**config.mk**
```make
export PLATFORM = sky130hd
export DESIGN_NAME = viterbi_traceback
export DESIGN_NICKNAME = d
export VERILOG_FILES = /design/src/rtl/viterbi_traceback.sv
export SDC_FILE = /design/constraint.sdc
export NUM_CORES = 1
export LEC_CHECK = 0
export ABC_AREA = 0
export CAP_MARGIN = 20
export CORE_UTILIZATION = 30
export DETAILED_ROUTE_END_ITERATION = 10
export PLACE_DENSITY = 0.56
export SLEW_MARGIN = 10
export SYNTH_ARGS = -nofsm -noshare
export SYNTH_HDL_FRONTEND = slang
export SYNTH_SLANG_ARGS = --single-unit
```
**constraint.sdc**
```tcl
create_clock -name clk -period 2.2 [get_ports clk]
set_input_delay 0.22 -clock clk [delete_from_list [all_inputs] [get_ports clk]]
set_output_delay 0.22 -clock clk [all_outputs]
set_load 0.02 [all_outputs]
```
**src/rtl/viterbi_traceback.sv**
```systemverilog
// Block-based traceback for an 8-state Viterbi decoder: stores DEPTH survivor
// vectors, walks them backwards from the best final state, then streams the decoded bits.
module viterbi_traceback #(
    parameter int DEPTH = 16
) (
    input  logic       clk,
    input  logic       rst_n,
    input  logic       in_valid,
    output logic       in_ready,
    input  logic [2:0] surv0,
    input  logic [2:0] surv1,
    input  logic [2:0] surv2,
    input  logic [2:0] surv3,
    input  logic [2:0] surv4,
    input  logic [2:0] surv5,
    input  logic [2:0] surv6,
    input  logic [2:0] surv7,
    input  logic [2:0] best_state,
    output logic       out_valid,
    input  logic       out_ready,
    output logic       out_bit,
    output logic       out_last
);

    localparam int PW = (DEPTH > 1) ? $clog2(DEPTH) : 1;
    localparam logic [PW-1:0] LAST = PW'(DEPTH - 1);

    typedef enum logic [1:0] {FILL, TRACE, EMIT} state_t;

    state_t           state;
    state_t           state_next;
    logic [PW-1:0]    wr_ptr;
    logic [PW-1:0]    rd_ptr;
    logic [PW-1:0]    out_ptr;
    logic [2:0]       cur_state;
    logic [2:0]       pred;
    logic [23:0]      row;
    logic [23:0]      mem [DEPTH];
    logic [DEPTH-1:0] bit_buf;

    always_ff @(posedge clk or negedge rst_n) begin
        if (!rst_n) state <= FILL;
        else        state <= state_next;
    end

    // Outputs depend only on registered state and pointers, never on in_valid/out_ready.
    always_comb begin
        state_next = state;
        in_ready   = 1'b0;
        out_valid  = 1'b0;
        out_bit    = 1'b0;
        out_last   = 1'b0;
        case (state)
            FILL: begin
                in_ready = 1'b1;
                if (in_valid && wr_ptr == LAST) state_next = TRACE;
            end
            TRACE: begin
                if (rd_ptr == '0) state_next = EMIT;
            end
            EMIT: begin
                out_valid = 1'b1;
                out_bit   = bit_buf[out_ptr];
                out_last  = (out_ptr == LAST);
                if (out_ready && out_ptr == LAST) state_next = FILL;
            end
            default: state_next = FILL;
        endcase
    end

    // Survivor memory is never cleared; every row is rewritten before it is traced.
    always_ff @(posedge clk) begin
        if (state == FILL && in_valid)
            mem[wr_ptr] <= {surv7, surv6, surv5, surv4, surv3, surv2, surv1, surv0};
    end

    assign row = mem[rd_ptr];

    always_comb begin
        pred = row[2:0];
        case (cur_state)
            3'd0: pred = row[2:0];
            3'd1: pred = row[5:3];
            3'd2: pred = row[8:6];
            3'd3: pred = row[11:9];
            3'd4: pred = row[14:12];
            3'd5: pred = row[17:15];
            3'd6: pred = row[20:18];
            3'd7: pred = row[23:21];
            default: pred = row[2:0];
        endcase
    end

    always_ff @(posedge clk or negedge rst_n) begin
        if (!rst_n) begin
            wr_ptr    <= '0;
            rd_ptr    <= '0;
            out_ptr   <= '0;
            cur_state <= '0;
            bit_buf   <= '0;
        end else begin
            case (state)
                FILL: begin
                    if (in_valid) begin
                        if (wr_ptr == LAST) begin
                            cur_state <= best_state;
                            rd_ptr    <= LAST;
                            wr_ptr    <= '0;
                        end else begin
                            wr_ptr <= wr_ptr + 1'b1;
                        end
                    end
                end
                TRACE: begin
                    // The MSB of the state is the input bit that entered at this step.
                    bit_buf[rd_ptr] <= cur_state[2];
                    cur_state       <= pred;
                    if (rd_ptr == '0) out_ptr <= '0;
                    else              rd_ptr  <= rd_ptr - 1'b1;
                end
                EMIT: begin
                    if (out_ready && out_ptr != LAST) out_ptr <= out_ptr + 1'b1;
                end
                default: ;
            endcase
        end
    end

endmodule

```
==> flow_summary.toml, run 1 <==
[status]
outcome = "complete, but fails checks"
violations = "setup timing"

[setup_path]
r2r_start = "rd_ptr[1]"
rr_worst_depth = 6
r2r_slack_ps = -40
arrival_ps = 2270
end_kind = "output port"
critPathMaxFanout = 5
crit_required_ps = 1980
crit_start = "out_ptr[0]"
startpoint_type = "flip-flop"
critPathCapture = "out_bit"
critPathKind = "reg2out"
worstReg2RegEnd = "cur_state[2]"

[placed_design]
dp_slack_ps = -515
dpl.cell_count = 1690
dpl.hpwl_um = 26600
place_congestion = 0.840
port_buffers = 34

[yosys]
synth_top_flop_cell = "edfxtp_1"
synth_cells = 832
ys_seq_elements = 417
ys_warn_count = 0
synth_area_per_cell_um2 = 20.1
synth_area_mm2 = 0.0167
synth.top_cell.area_share_pct = 69.1
async_reset_ff_share_pct = 7.91
ys_types = 60
synth_edf_count = 384
synthesis.nets = 873
ys_seq_area_share_pct = 74.0
yosys.area.top_type = "edfxtp_1"
synth_area_leaders = "edfxtp_1 (69%), mux4_2 (11%), dfrtp_1 (4.9%)"

[clock_tree]
insertion_delay_ps = 570
cts-hold-fix-buffers = 0
cts.sinks = 417
cts.path.max_buffers = 3
cts_root_buf = "clkbuf_16"
clk_pin_slew_worst_paths_ps = 60
cts-buffers-inserted = 44
cts_tree = "built"
htreeDepth = 2

[die]
die_h_um = 238
die_w_um = 238
die_area_mm2 = 0.0566
ioPinCount = 35
core-area_mm2 = 0.0550
row_count = 86
initial_utilization_pct = 30.3

[sta]
period_minus_slack_ps = 2490
slew_viol_final = 0
finalCritPeriodShare_pct = 113
rsz0062_at_grt = "yes"
max_slew_margin_pct = 47.3
hold_violations = 0
skew_ps = 20.5
tightest_slew_ps = 788
max_freq_mhz = 401
fin_setup_tns_ps = -356
fin_ws_ps = -292
setup_violations = 4

[layout]
area_growth_pct = 25.9
nets = 1058
layout-drive-gt1-share_pct = 35.6
fillCellCount = 4963
finalNonFillerCells = 1796
multi_input_area_mm2 = 0.00422
post-route-util_pct = 38.2
regArea_mm2 = 0.0124

[pwr]
power_leakage_nw = 6.79
switchingPower_mw = 4.11
cellInternalPower_mw = 13.9
p_total_mw = 18.0
ir_drop_v = 0.000616
p_per_area_mw_per_mm2 = 858
power_frac_clock_pct = 39.1
pwr-share-comb_pct = 9.6
p_seq_share_pct = 51.3
p_sw_share_pct = 22.8

[drt]
final_antenna_net_count = 0
drt-total-wl_um = 42700
drt_iter0_drc = 841
vias = 8744
drcViolationCount = 0
vias_per_cell = 4.87
detail_route.wl_per_cell_um = 23.8
dr.pass1.iters = 6

[global_route]
grt_start_max_net_pins = 24
antenna_found_initial = 1
grt_usage_pct = 15.3
grt_pass1_vias = 9072
grt_pass1_wl_um = 62500
overflow = 0

[hold_path]
min_path_type = "in2async"

[job]
cap_violations = 0
-- final cells by class --
cell class	count	share of cell area [%]
flip-flops and latches	417	58.9
multi-input cells	363	20.1
repair buffers	183	9.92
clock buffers	51	5.47
well taps	748	4.46
clock inverters	25	0.959
inverters	8	0.220
diodes	1	0.0119
-- metrics by stage --
stage                     hold slack (ps)  cell area, um^2
after floorplan                     -75.6            16700
after global placement                484            19000
after detailed placement              493            19000
after CTS                             105            20700
after global routing                  143            21000
final                                 127            21000
-- cell usage in the layout (no fill, tap or decap), types with 4 or more instances in the layout --
cell             count
clkdlybuf4s50_1     31
nor2b_1              5
nand2_1             35
and2_2              12
clkinv_1            13
nand3_1             24
mux4_2              85
buf_8                6
a22o_1               5
a21oi_1              6
mux4_1               4
clkbuf_16           47
edfxtp_1           384
and2_1               4
buf_12              35
a22oi_1             15
clkinv_2             5
a31oi_1              5
dfrtp_1             28
buf_4               95
inv_1                4
clkbuf_1             6
mux2i_1             34
a22oi_2              8
nor2_1              19
ha_1                 9
mux2_2              16
o21ai_0              4
buf_6                8
-- repair_timing --
item / in CTS / in global routing
gates cloned: 4 / 2
endpoints found under the setup margin: 11 / 10
pin swaps: 12 / 16
buffers inserted: 14 / 12
gates resized for setup: 59 / 38
-- power by group through the flow --
stage               clock [mW]  sequential, mW  combinational, mW
detailed placement           0            9.39               1.65
floorplan                    0            9.33              0.833
global route              7.50            9.27               1.85
global placement             0            9.37               1.63
finish                    7.05            9.23               1.73
CTS                       7.20            9.24               1.72
-- worst max-delay path, stage by stage (launching register included) --
cell and delay [ps]:
dfrtp_2 440, mux4_2 520, mux4_2 470, and2_4 170, buf_6 120
-- cells in the mapped netlist, types with 3 or more instances --
cell type,number
nand4_1,3
o21ai_0,6
clkbuf_1,10
o211ai_1,3
buf_4,9
mux4_1,7
nor3b_1,3
mux2_2,16
a22o_1,5
edfxtp_1,384
ha_1,10
a31oi_1,5
mux4_2,82
a21oi_1,10
nand2b_1,3
nand2_1,36
mux2i_1,37
dfrtp_1,33
a22oi_1,21
a211oi_1,3
buf_6,12
buf_2,11
xor2_1,3
and3_1,5
nor2b_1,5
and2_1,17
nor2_1,21
a221oi_1,3
inv_1,5
nand3_1,24
-- metal layers --
layer	vias to the layer above	track usage, %	share of wire [%]
met4	0	4.05	2.1
met5	-	0	0
met1	4633	21.3	45
li1	3797	-	-
met2	255	24.1	47
met3	59	3.23	6.1
-- sequential cells by signal (all words and copies together), names as in the netlist --
signal,flops
rd_ptr,4
mem,384
wr_ptr,4
out_ptr,4
bit_buf,16
cur_state,3
state,2
-- cells by family (layout without fill, tap and decap cells) --
group	Yosys count	count (layout)	synth area share (%)
compound gates	77	77	3.41
xor+xnor	5	5	0.262
fa+ha+maj	10	10	0.750
buf+inv	52	267	2.16
flops	417	417	74.0
mux	143	143	15.5
other cells	0	1	0
simple gates	128	128	3.83
-- worst min-delay path by stage --
stage,start,endpoint,slack [ps],cells past startpoint
3_5_place_dp,bit_buf[0],bit_buf[0],490,1
6_report,rst_n,bit_buf[0],130,1
3_3_place_gp,bit_buf[0],bit_buf[0],480,1
5_1_grt,rst_n,bit_buf[0],140,1
4_1_cts,rst_n,bit_buf[0],100,1
2_1_floorplan,rst_n,bit_buf[0],-80,0
No activity file was read; power rests on OpenSTA's default activity.
==> run 2: changes to the inputs <==
--- a/config.mk
+++ b/config.mk
@@ -7,9 +7,10 @@
 export LEC_CHECK = 0
 export ABC_AREA = 0
 export CAP_MARGIN = 20
-export CORE_UTILIZATION = 30
+export CORE_MARGIN = 2
+export CORE_UTILIZATION = 50
 export DETAILED_ROUTE_END_ITERATION = 10
-export PLACE_DENSITY = 0.56
+export PLACE_DENSITY = 0.79
 export SLEW_MARGIN = 10
 export SYNTH_ARGS = -nofsm -noshare
 export SYNTH_HDL_FRONTEND = slang
==> flow_summary.toml, run 2 (synthesized netlist as in run 1, its figures left out) <==
[drt]
drt-total-wl_um = 39700
vias = 9022
drt_iter0_drc = 1188
final_antenna_net_count = 0
detail_route.wl_per_cell_um = 27.0
vias_per_cell = 6.13
drcViolationCount = 0
dr.pass1.iters = 7

[layout]
final_area_mm2 = 0.0204
layout_commonest_cell = "edfxtp_1"
most-common-layout-cells = "edfxtp_1 (384), mux4_2 (87), buf_4 (85)"
top_register = "mem"
area_growth_pct = 22.1
nets = 1038
diodes = 0
layout-drive-gt1-share_pct = 33.7
post-route-util_pct = 62.3
finalNonFillerCells = 1472
top_regs = "mem: 384 flops, bit_buf: 16 flops"
largest_reg_flops = 384

[die]
die_h_um = 187
core-area_mm2 = 0.0327
initial_utilization_pct = 51.0
die_w_um = 187
ioPinCount = 35
die_area_mm2 = 0.0349
row_count = 66

[setup_path]
max_stage_delay_ps = 520
crit_required_ps = 1980
critPathKind = "reg2out"
crit_family = "multiplexers"
end_kind = "output port"
r2r_start = "rd_ptr[0]"
arrival_ps = 2270
path_common_cell = "mux4_2"
critPathMaxFanout = 6
r2r_slack_ps = -40
startpoint_type = "flip-flop"
cp_num_buf_inv = 1
crit_slowest_cell = "mux4_2"
path_cells = "mux4_2 -> mux4_2 -> and2_4 -> buf_6"
crit_start = "out_ptr[0]"

[sta]
setup_violations = 3
slew_viol_final = 0
finalCritPeriodShare_pct = 113
fin_setup_tns_ps = -342
period_minus_slack_ps = 2490
rsz0062_at_grt = "yes"
hold_violations = 0
skew_ps = 15.8
fin_ws_ps = -288
max_freq_mhz = 402
tightest_slew_ps = 567
max_slew_margin_pct = 62.1

[status]
outcome = "complete, but fails checks"
violations = "setup timing"

[global_route]
antenna_found_initial = 1
grt_pass1_wl_um = 58900
grt_pass1_vias = 9325
grt_start_max_net_pins = 34
overflow = 0
grt_usage_pct = 22.8

[placed_design]
dpl_cell_area_mm2 = 0.0185
dpl.hpwl_um = 23100
dpl.cell_count = 1374
place_congestion = 0.820
port_buffers = 34

[job]
cap_violations = 0

[clock_tree]
clk_pin_slew_worst_paths_ps = 60
cts-hold-fix-buffers = 0
cts_root_buf = "clkbuf_16"
cts-buffers-inserted = 42
cts_tree = "built"
cts.path.max_buffers = 3
cts.sinks = 417
insertion_delay_ps = 540
htreeDepth = 2

[hold_path]
min_path_type = "in2async"

[pwr]
power_leakage_nw = 6.69
ir_drop_v = 0.000758
p_per_area_mw_per_mm2 = 895
-- run 2: changes by cell type in the layout (fill, tap and decap cells not counted), sizes merged --
cell	change
inv	-2
dlymetal6s2s	+1
clkinvlp	-2
clkbuf	+5
dlygate4sd2	-1
clkinv	-4
bufinv	+2
buf	-15
diode	-1
bufbuf	-1
-- run 2: path summary, 6_finish.rpt --
kind	end	cells past startpoint
max	out_bit	4
min	bit_buf[0]	2
max reg2reg	cur_state[2]	9
min reg2reg	bit_buf[0]	1
max in group asynchronous	rd_ptr[2]	2
min in group clk	state[1]	3
-- run 2: area by class of cell --
class                           count  area, um^2
Sequential cell                   417       12400
Fill cell                        2201       12300
Multi-Input combinational cell    363        4150
Timing Repair Buffer              165        1840
Clock buffer                       58        1200
Tap cell                          442         553
Clock inverter                     19         216
Inverter                            8        35.0
-- run 2: metrics by stage --
step / hold WS (ps) / worst slack, ps / power (mW)
finish: 111 / -288 / 18.2
global route: 152 / -354 / 18.8
CTS: 107 / -308 / 18.3
detailed placement: 479 / -243 / 11.0
global placement: 477 / -226 / 10.9
floorplan: -75.6 / 18.0 / 10.2
-- run 2: worst reg2reg max path, stage by stage, from the launching register on --
cell and delay, ps:
dfrtp_4 530, buf_6 140, buf_12 130, buf_4 150, mux4_2 430, mux2i_1 210
nor2_1 90, a211oi_2 180, o211ai_1 120, o221a_1 140
-- run 2: where the power goes --
group / switching [mW] / internal (mW) / total [mW] / leakage (nW)
Sequential: 0.213 / 9.05 / 9.26 / 3.86
Combinational: 0.904 / 0.779 / 1.68 / 2.14
Clock: 2.87 / 4.41 / 7.29 / 0.691
-- run 2: per-layer routing --
metal | part of all wire [%] | track usage [%] | vias to the layer above | wire length [um]
met3 | 9.4 | 4.59 | 101 | 3750
met4 | 3.1 | 8.15 | 2 | 1250
met1 | 38 | 31.4 | 4663 | 15200
li1 | - | - | 3746 | -
met5 | 0.030 | 0 | - | 12
met2 | 49 | 36.6 | 510 | 19500
-- run 2: timing repair --
action | 4_1_cts | 5_1_grt
gates resized for setup | 37 | 42
pin swaps | 7 | 12
endpoints found under the setup margin | 10 | 8
endpoints found under the hold margin | 0 | 0
cloned | 1 | 0
setup buffers | 9 | 14
==> run 3: changes to the inputs <==
--- a/config.mk
+++ b/config.mk
@@ -10,7 +10,8 @@
 export CORE_MARGIN = 2
 export CORE_UTILIZATION = 50
 export DETAILED_ROUTE_END_ITERATION = 10
-export PLACE_DENSITY = 0.79
+export GPL_TIMING_DRIVEN = 0
+export PLACE_DENSITY = 0.76
 export SLEW_MARGIN = 10
 export SYNTH_ARGS = -nofsm -noshare
 export SYNTH_HDL_FRONTEND = slang
==> constraint.sdc (replaced) <==
create_clock -name clk -period 3 [get_ports clk]
set_input_delay 0.3 -clock clk [delete_from_list [all_inputs] [get_ports clk]]
set_output_delay 0.3 -clock clk [all_outputs]
set_load 0.02 [all_outputs]
==> flow_summary.toml, run 3 (synthesized netlist as in run 1, its figures left out) <==
[drt]
vias_per_cell = 6.20
detail_route.wl_per_cell_um = 28.1
drt-met1-wl_um = 15700
drt_iter0_drc = 1131
routed.top_layer = "met4"
wl_met2_um = 19100
dr.pass1.iters = 5
wl_met3_um = 3120
vias = 8659
drcViolationCount = 0
final_antenna_net_count = 0
drt-total-wl_um = 39200

[clock_tree]
cts-buffers-inserted = 42
clk_pin_slew_worst_paths_ps = 60
insertion_delay_ps = 540
htreeDepth = 2
cts.sinks = 417
cts.path.max_buffers = 3
cts_root_buf = "clkbuf_16"
cts_tree = "built"

[layout]
area_growth_pct = 15.3
fillCellCount = 2355
layout-drive-gt1-share_pct = 23.4
diodes = 0
multi_input_area_mm2 = 0.00401
top_register = "mem"
layout_commonest_cell = "edfxtp_1"
final_area_mm2 = 0.0192
top_regs = "mem: 384 flops, bit_buf: 16 flops"
largest_reg_flops = 384
regArea_mm2 = 0.0124
most-common-layout-cells = "edfxtp_1 (384), mux4_2 (82), clkbuf_16 (43)"
nets = 966

[sta]
fin_setup_tns_ps = 0
whs_ps = 382
hold_violations = 0
slew_viol_final = 0
period_minus_slack_ps = 2870
skew_ps = 16.5
setup_violations = 0
finalCritPeriodShare_pct = 95.6
rsz0062_at_grt = "no"
max_slew_margin_pct = 39.6
max_freq_mhz = 349
tightest_slew_ps = 906

[setup_path]
end_kind = "flip-flop"
crit_family = "buffers and inverters"
crit_slowest_cell = "or3b_1"
max_stage_delay_ps = 450
path_cells = "buf_6 -> buf_4 -> buf_6 -> buf_4 -> inv_1 -> ha_1 -> or3b_1 -> nor2_2 -> nor2_1 -> mux2_2"
crit_start = "rd_ptr[1]"
r2r_start = "rd_ptr[1]"
crit_required_ps = 3410
critPathKind = "reg2reg"
startpoint_type = "flip-flop"
arrival_ps = 3280
critPathMaxFanout = 10
cp_num_buf_inv = 5

[global_route]
grt_usage_pct = 22.8
grt_pass1_vias = 8873
antenna_found_initial = 0
grt_start_max_net_pins = 34
overflow = 0
grt_pass1_wl_um = 57900

[job]
cap_violations = 0

[die]
die_h_um = 187
row_count = 66
die_area_mm2 = 0.0349
initial_utilization_pct = 51.0
die_w_um = 187
ioPinCount = 35
core-area_mm2 = 0.0327

[placed_design]
place_congestion = 0.828
dpl_cell_area_mm2 = 0.0179
port_buffers = 34
dpl.hpwl_um = 24400

[status]
outcome = "completed"

[pwr]
p_per_area_mw_per_mm2 = 663
ir_drop_v = 0.000402
p_total_mw = 12.8
power_leakage_nw = 6.15

[hold_path]
min_path_type = "in2async"
-- run 3: worst paths after layout --
path                       cells after the start     endpoint  slack, ps
max                                           10   out_ptr[0]        130
min                                            2  bit_buf[14]        380
max reg2reg                                   10   out_ptr[0]        130
min reg2reg                                    1   bit_buf[5]        500
max in group asynchronous                      2   out_ptr[0]       2090
min in group clk                               3     state[1]        430
-- run 3: layer usage --
metal  vias up  GRT usage (%)
li1       3612              -
met1      4528           31.7
met2       435           36.7
met3        84           4.06
met4         0           8.18
met5         -              0
-- run 3: timing repair --
item / in CTS / in global routing
resized for setup: 4 / 3
endpoints found under the setup margin: 4 / 4
hold endpoints to repair: 33 / 0
hold buffers: 1 / 0
setup buffers: 0 / 0
-- run 3: power breakdown --
group | total, mW | internal (mW) | switching, mW
Combinational | 1.07 | 0.452 | 0.613
Sequential | 6.80 | 6.63 | 0.164
Clock | 4.89 | 2.81 | 2.08
-- run 3: per-stage QoR --
stage	std cells	worst slack [ps]	utilization, %
floorplan	832	600	-
global placement	1308	-776	53.8
detailed placement	1323	-133	54.9
CTS	1396	77.4	58.8
global route	1396	17.9	58.8
finish	1396	132	58.8
-- run 3: final cells by class --
cell class                 count  share of cell area, %
clock inverter                15                  0.715
tap                          442                   2.87
clock buffer                  58                   5.89
timing repair buffer          50                   3.58
inverter                       8                  0.163
buffer                        43                   1.72
multi-input combinational    363                   20.8
sequential                   417                   64.2
